===== src/rtl/edge_bbox_tracker.sv =====
// Frame-level edge statistics: raster position, edge pixel count and bounding box, one record per frame
// on a valid/ready output. Optional region-of-interest gating is enabled with EDGE_BBOX_ROI_EN.
module edge_bbox_tracker #(
  parameter int IMG_WIDTH  = 640,
  parameter int IMG_HEIGHT = 480,
  parameter int EDGE_MIN   = 128,
  localparam int XW = $clog2(IMG_WIDTH),
  localparam int YW = $clog2(IMG_HEIGHT),
  localparam int CW = $clog2(IMG_WIDTH*IMG_HEIGHT+1)
) (
  input  logic          clk,
  input  logic          rst,
  input  logic          din_valid,
  input  logic [7:0]    edge_data,
  input  logic          sof,
`ifdef EDGE_BBOX_ROI_EN
  input  logic [XW-1:0] roi_x0,
  input  logic [XW-1:0] roi_x1,
  input  logic [YW-1:0] roi_y0,
  input  logic [YW-1:0] roi_y1,
`endif
  output logic          res_valid,
  input  logic          res_ready,
  output logic [XW-1:0] x_min,
  output logic [XW-1:0] x_max,
  output logic [YW-1:0] y_min,
  output logic [YW-1:0] y_max,
  output logic [CW-1:0] edge_count,
  output logic          no_edge,
  output logic          res_overrun,
  output logic          sync_err
);

  localparam logic [XW-1:0] COL_LAST = XW'(IMG_WIDTH - 1);
  localparam logic [YW-1:0] ROW_LAST = YW'(IMG_HEIGHT - 1);
  localparam logic [CW-1:0] CNT_MAX  = CW'(IMG_WIDTH * IMG_HEIGHT);
  localparam logic [7:0]    EDGE_TH  = 8'(EDGE_MIN);

  typedef enum logic {S_EMPTY, S_FULL} ostate_t;
  ostate_t state, state_nxt;

  function automatic logic [CW-1:0] sat_inc(input logic [CW-1:0] v);
    return (v >= CNT_MAX) ? v : v + CW'(1);
  endfunction

  logic [XW-1:0] col, col_nxt, pix_col;
  logic [YW-1:0] row, row_nxt, pix_row;
  logic [CW-1:0] acc_cnt, base_cnt, nxt_cnt;
  logic [XW-1:0] acc_xmin, acc_xmax, base_xmin, base_xmax, nxt_xmin, nxt_xmax;
  logic [YW-1:0] acc_ymin, acc_ymax, base_ymin, base_ymax, nxt_ymin, nxt_ymax;
  logic          frame_restart, mid_sof, roi_hit, hit, last_pix;

`ifdef EDGE_BBOX_ROI_EN
  logic [XW-1:0] roi_x0_q, roi_x1_q, rx0, rx1;
  logic [YW-1:0] roi_y0_q, roi_y1_q, ry0, ry1;
  logic          frame_first;

  // ROI is captured on the first pixel of each frame; that pixel already uses the live inputs
  always_comb begin
    frame_first = din_valid & (pix_col == '0) & (pix_row == '0);
    rx0 = frame_first ? roi_x0 : roi_x0_q;
    rx1 = frame_first ? roi_x1 : roi_x1_q;
    ry0 = frame_first ? roi_y0 : roi_y0_q;
    ry1 = frame_first ? roi_y1 : roi_y1_q;
    roi_hit = (pix_col >= rx0) & (pix_col <= rx1) & (pix_row >= ry0) & (pix_row <= ry1);
  end

  always_ff @(posedge clk) begin
    if (rst) begin
      roi_x0_q <= '0;
      roi_x1_q <= '0;
      roi_y0_q <= '0;
      roi_y1_q <= '0;
    end else if (frame_first) begin
      roi_x0_q <= roi_x0;
      roi_x1_q <= roi_x1;
      roi_y0_q <= roi_y0;
      roi_y1_q <= roi_y1;
    end
  end
`else
  assign roi_hit = 1'b1;
`endif

  // A qualified sof forces this pixel to (0,0) and restarts the accumulators from their init values
  always_comb begin
    frame_restart = din_valid & sof;
    mid_sof   = frame_restart & ((col != '0) | (row != '0));
    pix_col   = frame_restart ? '0 : col;
    pix_row   = frame_restart ? '0 : row;
    base_cnt  = frame_restart ? '0 : acc_cnt;
    base_xmin = frame_restart ? '1 : acc_xmin;
    base_xmax = frame_restart ? '0 : acc_xmax;
    base_ymin = frame_restart ? '1 : acc_ymin;
    base_ymax = frame_restart ? '0 : acc_ymax;
    hit       = din_valid & (edge_data >= EDGE_TH) & roi_hit;
    nxt_cnt   = hit ? sat_inc(base_cnt) : base_cnt;
    nxt_xmin  = (hit && pix_col < base_xmin) ? pix_col : base_xmin;
    nxt_xmax  = (hit && pix_col > base_xmax) ? pix_col : base_xmax;
    nxt_ymin  = (hit && pix_row < base_ymin) ? pix_row : base_ymin;
    nxt_ymax  = (hit && pix_row > base_ymax) ? pix_row : base_ymax;
    last_pix  = din_valid & (pix_col == COL_LAST) & (pix_row == ROW_LAST);
    col_nxt   = (pix_col == COL_LAST) ? '0 : pix_col + XW'(1);
    row_nxt   = pix_row;
    if (pix_col == COL_LAST)
      row_nxt = (pix_row == ROW_LAST) ? '0 : pix_row + YW'(1);
  end

  always_ff @(posedge clk) begin
    if (rst) begin
      col      <= '0;
      row      <= '0;
      acc_cnt  <= '0;
      acc_xmin <= '1;
      acc_xmax <= '0;
      acc_ymin <= '1;
      acc_ymax <= '0;
    end else if (din_valid) begin
      col <= col_nxt;
      row <= row_nxt;
      if (last_pix) begin
        acc_cnt  <= '0;
        acc_xmin <= '1;
        acc_xmax <= '0;
        acc_ymin <= '1;
        acc_ymax <= '0;
      end else begin
        acc_cnt  <= nxt_cnt;
        acc_xmin <= nxt_xmin;
        acc_xmax <= nxt_xmax;
        acc_ymin <= nxt_ymin;
        acc_ymax <= nxt_ymax;
      end
    end
  end

  // Result register: a new record always loads; overrun flags an unconsumed predecessor
  always_ff @(posedge clk) begin
    if (rst) begin
      x_min       <= '0;
      x_max       <= '0;
      y_min       <= '0;
      y_max       <= '0;
      edge_count  <= '0;
      no_edge     <= 1'b0;
      res_overrun <= 1'b0;
      sync_err    <= 1'b0;
    end else begin
      sync_err <= mid_sof;
      if (last_pix) begin
        edge_count  <= nxt_cnt;
        no_edge     <= (nxt_cnt == '0);
        x_min       <= (nxt_cnt == '0) ? '0 : nxt_xmin;
        x_max       <= (nxt_cnt == '0) ? '0 : nxt_xmax;
        y_min       <= (nxt_cnt == '0) ? '0 : nxt_ymin;
        y_max       <= (nxt_cnt == '0) ? '0 : nxt_ymax;
        res_overrun <= (state == S_FULL) & ~res_ready;
      end
    end
  end

  always_ff @(posedge clk) begin
    if (rst) state <= S_EMPTY;
    else     state <= state_nxt;
  end

  always_comb begin
    state_nxt = state;
    res_valid = (state == S_FULL);
    case (state)
      S_EMPTY: if (last_pix) state_nxt = S_FULL;
      S_FULL:  if (!last_pix && res_ready) state_nxt = S_EMPTY;
      default: state_nxt = S_EMPTY;
    endcase
  end

endmodule

===== config.mk =====
export PLATFORM = sky130hd
export DESIGN_NAME = edge_bbox_tracker
export DESIGN_NICKNAME = d
export VERILOG_FILES = /design/src/rtl/edge_bbox_tracker.sv
export SDC_FILE = /design/constraint.sdc
export NUM_CORES = 1
export LEC_CHECK = 0
export CAP_MARGIN = 20
export CORE_MARGIN = 2
export CORE_UTILIZATION = 45
export DETAILED_ROUTE_END_ITERATION = 12
export MAX_ROUTING_LAYER = met4
export PLACE_DENSITY = 0.77
export SYNTH_ARGS = -nofsm -noshare
export SYNTH_HDL_FRONTEND = slang
export SYNTH_SLANG_ARGS = --single-unit

===== constraint.sdc =====
create_clock -name clk -period 4.88 [get_ports clk]
set_input_delay 1.464 -clock clk [delete_from_list [all_inputs] [get_ports clk]]
set_output_delay 1.464 -clock clk [all_outputs]
set_load 0.005 [all_outputs]

==> Implementation_results.wiki, run 1 <==
{| class="wikitable"
! Metric !! Value
|-
| Final critical path time including I/O delays and setup || 4320 ps
|-
| Period Utilization, post-route || about nine tenths
|-
| Non-Filler Instances || ~1200
|-
| Root Buffer || clkbuf_16
|-
| Worst IR Drop VDD || between 0.0002 and 0.0003 V
|-
| Clock share of power || around half
|-
| Met2 Usage GRT || between 30% and 40%
|-
| Area growth syn-to-layout || 22.24%
|-
| Number of enable flip-flop cells after synthesis || 0
|-
| Post-CTS Resized || 0
|-
| Highest Clock Rate || ~230 MHz
|-
| Total of fill cells in the finished design || approximately 1400
|-
| X dimension of the die || 132.0 um
|-
| Leakage power of the design || 3.473 nW
|-
| Buffers on Ports || 66
|-
| Die Footprint || 17410 um^2
|-
| Number of buffers and inverters on the critical path || 4
|-
| Crit Path Class || input port to flop
|-
| Initial core utilization || a little under half
|-
| Pins Over Slew Limit || 0
|-
| Final #Nets || ~1000
|-
| Leading cell types by total area after synthesis || dfxtp_1 (37%), nand2_1 (8.7%), ha_1 (6.6%)
|-
| Switching power || around 0.62 mW
|-
| Synthesized netlist net count || between 900 and 1000
|-
| Vias in the first global route || about 6800
|-
| CTS H-tree lvls || 4
|-
| Overall power consumption || between 2 and 3 mW
|-
| Library cell with the largest summed area after synthesis || dfxtp_1
|-
| Final Util || between 50% and 60%
|-
| Count of vias placed by the detailed router || roughly 7000
|-
| Post-route DRC violation count || 0
|-
| Cell breakdown of the critical path || clkdlybuf4s50_1 > nand2_1 > buf_12 > nand2_1 > inv_1 > ha_1 > and3_1 > a221oi_1 > and3_1 > nand4b_1 > a221o_1 > nor4b_4 > buf_12 > o31ai_1
|-
| Final WS setup || about 560 ps
|-
| Cell Area, Synth || 7368 um^2
|-
| Count of unique library cells instantiated by Yosys || 65
|-
| Post-synthesis cell count || 938
|-
| Switching share of power || around 23%
|-
| Sum of routed wire length over all layers || about 20 mm
|-
| Initial DRC Count || between 600 and 700
|-
| Setup repair after global routing missed its margin || false
|-
| Hold-fix buffers, CTS || 0
|-
| Worst Tran Pin Value || between 800 and 900 ps
|-
| Arrival time worst endpoint || about 4600 ps
|-
| Clock latency on the worst-skew pair || around 430 ps
|-
| Global router's overall resource usage || 24.02%
|-
| DIE HEIGHT || 132.0 um
|-
| Worst slew margin || 42.72%
|-
| First-pass iteration count of the detailed router || 5
|-
| Final hold viol count || 0
|-
| Count of warnings emitted by yosys || 0
|-
| Cell internal pwr || 2.097 mW
|-
| Endpoint class of the critical path || flop
|-
| Worst Setup Slack post-DPL || 174.1 ps
|-
| Estimated wirelength of the detail-placed design || roughly 13 mm
|-
| Power per Cell Area || roughly 300 nW/um^2
|-
| Final weighted congestion in routability-driven placement || between 0.9 and 1
|-
| Floorplan core area || between 15000 and 20000 um^2
|-
| WP data required || approximately 5200 ps
|-
| N_diodes || 0
|-
| Number of antenna violations at the first check in global routing || 0
|-
| Sequential element share of the synthesized area || a little under two fifths
|-
| Number of synthesized register bits || around 140
|-
| Routing layer with the top usage in global route || met2
|-
| Biggest cell delay along the critical path || approximately 500 ps
|-
| Reg clk slew, reported paths || roughly 60 ps
|-
| CP startpoint kind || input port
|-
| Commonest non-fill, non-tap cells in the layout || nand2_1 (171), dfxtp_1 (137), nor2_1 (93), a21oi_1 (81), clkdlybuf4s50_1 (65)
|-
| Sequential share of power || between 40% and 50%
|-
| Clock tree from TritonCTS || done
|-
| Largest driver fanout on the critical path || 39
|-
| Wire length of the first global-routing pass || around 33 mm
|-
| Met1 global-route usage || between 20% and 30%
|-
| Met3 Track Usage GR || 4.344%
|-
| Routed via count divided by cell count || approximately 5.7
|-
| Maxcap violations || 0
|-
| Clock Tree Buf Depth || 2
|-
| Crit path max-delay family || simple AND/OR/NAND/NOR gates
|-
| Run status || finished, final reports clean
|-
| Most common cell after layout, fill and taps aside || nand2_1
|-
| Final total negative setup slack || 0 ps
|-
| Fraction of final layout cells with drive strength greater than 1 || between 10% and 20%
|-
| Buffers inserted during post-CTS setup optimization || 0
|-
| Row Count || 46
|-
| Top_reg_cell synth || dfxtp_1
|-
| Cts bufs inserted || 17
|-
| Top-Level Pins || 74
|-
| Clock tree skew after final layout || between 8 and 9 ps
|-
| Remaining antenna violation count || 0
|-
| Endpoints failing setup || 0
|-
| GRT overflow || 0
|-
| Pin count of the biggest net entering global routing || 83
|-
| Proportion of synthesized flip-flops having asynchronous set or reset || 0%
|-
| Number of placed instances, taps included || roughly 1200
|-
| Slowest stage cell, crit path || clkdlybuf4s50_1
|-
| Avg Synthesized Cell Area || around 7.9 um^2
|-
| WL per Instance || between 15 and 20 um
|-
| Gate power share || approximately 6.7%
|-
| Clock net sink count || 137
|-
| Hold crit path type || flop to flop
|-
| Portion of synthesized cell area occupied by the leading cell type || between 30% and 40%
|}
-- worst register-to-register path, delay by kind of cell (launching register included) --
| kind | cells | cell delay (ps) |
|---|---|---|
| fa+ha+maj | 1 | 270 |
| flops | 1 | 420 |
| compound gates | 5 | 1300 |
| simple gates | 3 | 970 |
-- registers in the layout, summed over array words and instances (netlist names), 10 cells and up --
register and flops:
acc_cnt 19, acc_xmin 10, x_max 10, x_min 10
col 10, edge_count 19, acc_xmax 10
-- worst paths after layout --
check / start / endpoint / slack (ps) / cells after the start
hold / removal: x_max[6]$_SDFFE_PP0P_ / x_max[6]$_SDFFE_PP0P_ / 450 / 2
hold reg to reg: x_max[6]$_SDFFE_PP0P_ / x_max[6]$_SDFFE_PP0P_ / 450 / 2
setup / recovery: sof / x_max[1]$_SDFFE_PP0P_ / 560 / 14
setup reg to reg: col[9]$_SDFFE_PP0P_ / x_max[9]$_SDFFE_PP0P_ / 1840 / 9
-- power by group through the flow --
| stage | clock network [mW] | registers (mW) | logic, mW |
|---|---|---|---|
| global placement | 0 | 1.16 | 0.174 |
| global route | 1.46 | 1.14 | 0.200 |
| detailed placement | 0 | 1.16 | 0.177 |
| CTS | 1.41 | 1.14 | 0.179 |
| finish | 1.40 | 1.14 | 0.182 |
| floorplan | 0 | 1.16 | 0.121 |
-- metal layers --
layer,routed length (um),part of all wire (%),up-vias
met5,0,0,-
met4,352,1.8,0
met3,1252,6.2,30
met2,9570,48,235
met1,8882,44,3310
li1,-,-,3460
-- metrics by stage --
stage                     hold slack, ps  cell area [um^2]
after floorplan                    436.6              7368
after global placement             435.1              8358
after detailed placement           442.0              8358
after CTS                          454.7              8987
after global routing               471.5              9007
final                              451.6              9007
-- layout make-up --
class                      instances  area, um^2  share of cell area (%)
clock buffer                      18       429.2                   4.765
sequential                       137        2743                   30.45
timing repair buffer             105       985.9                   10.95
inverter                          26       97.59                   1.083
clock inverter                    12       200.2                   2.223
tap                              216       270.3                   3.000
multi-input combinational        710        4282                   47.53
-- logic make-up after synthesis --
kind of cell               share of synthesized area [%]
and+or+nand+nor                                    23.40
AOI/OAI and AO/OA                                  21.12
DFF                                                37.22
buffers and inverters                              4.959
adders and majority gates                          6.623
xor gates and xnor gates                           2.972
muxes                                              3.702
-- cell usage after synthesis (3+ instances only) --
master,count
and2_1,8
and4_1,5
nand4_1,10
clkbuf_1,46
nor2b_1,5
nand2_1,171
xnor2_1,15
xor2_1,10
or3_1,5
nand3_1,25
o2bb2ai_1,3
o211ai_1,3
o21ai_0,44
mux2_2,18
a41oi_1,3
dfxtp_1,137
a31oi_1,5
a211oi_1,9
nand2b_1,3
inv_1,26
buf_1,7
nor2_1,94
nor3_1,22
a21o_1,9
a32oi_1,8
a21oi_1,81
ha_1,39
o31ai_1,41
or2_2,3
nor4_1,11
a22oi_1,10
mux2i_1,7
and3_1,6
buf_2,10
Note: power is estimated with default switching activity, not from simulation.
==> inputs of run 2 (changes only) <==
Settings changed: CTS_CLUSTER_DIAMETER set to 150.
==> results of run 2 <==
Same layout as run 1: the final DEF is identical, and so are final timing and power.
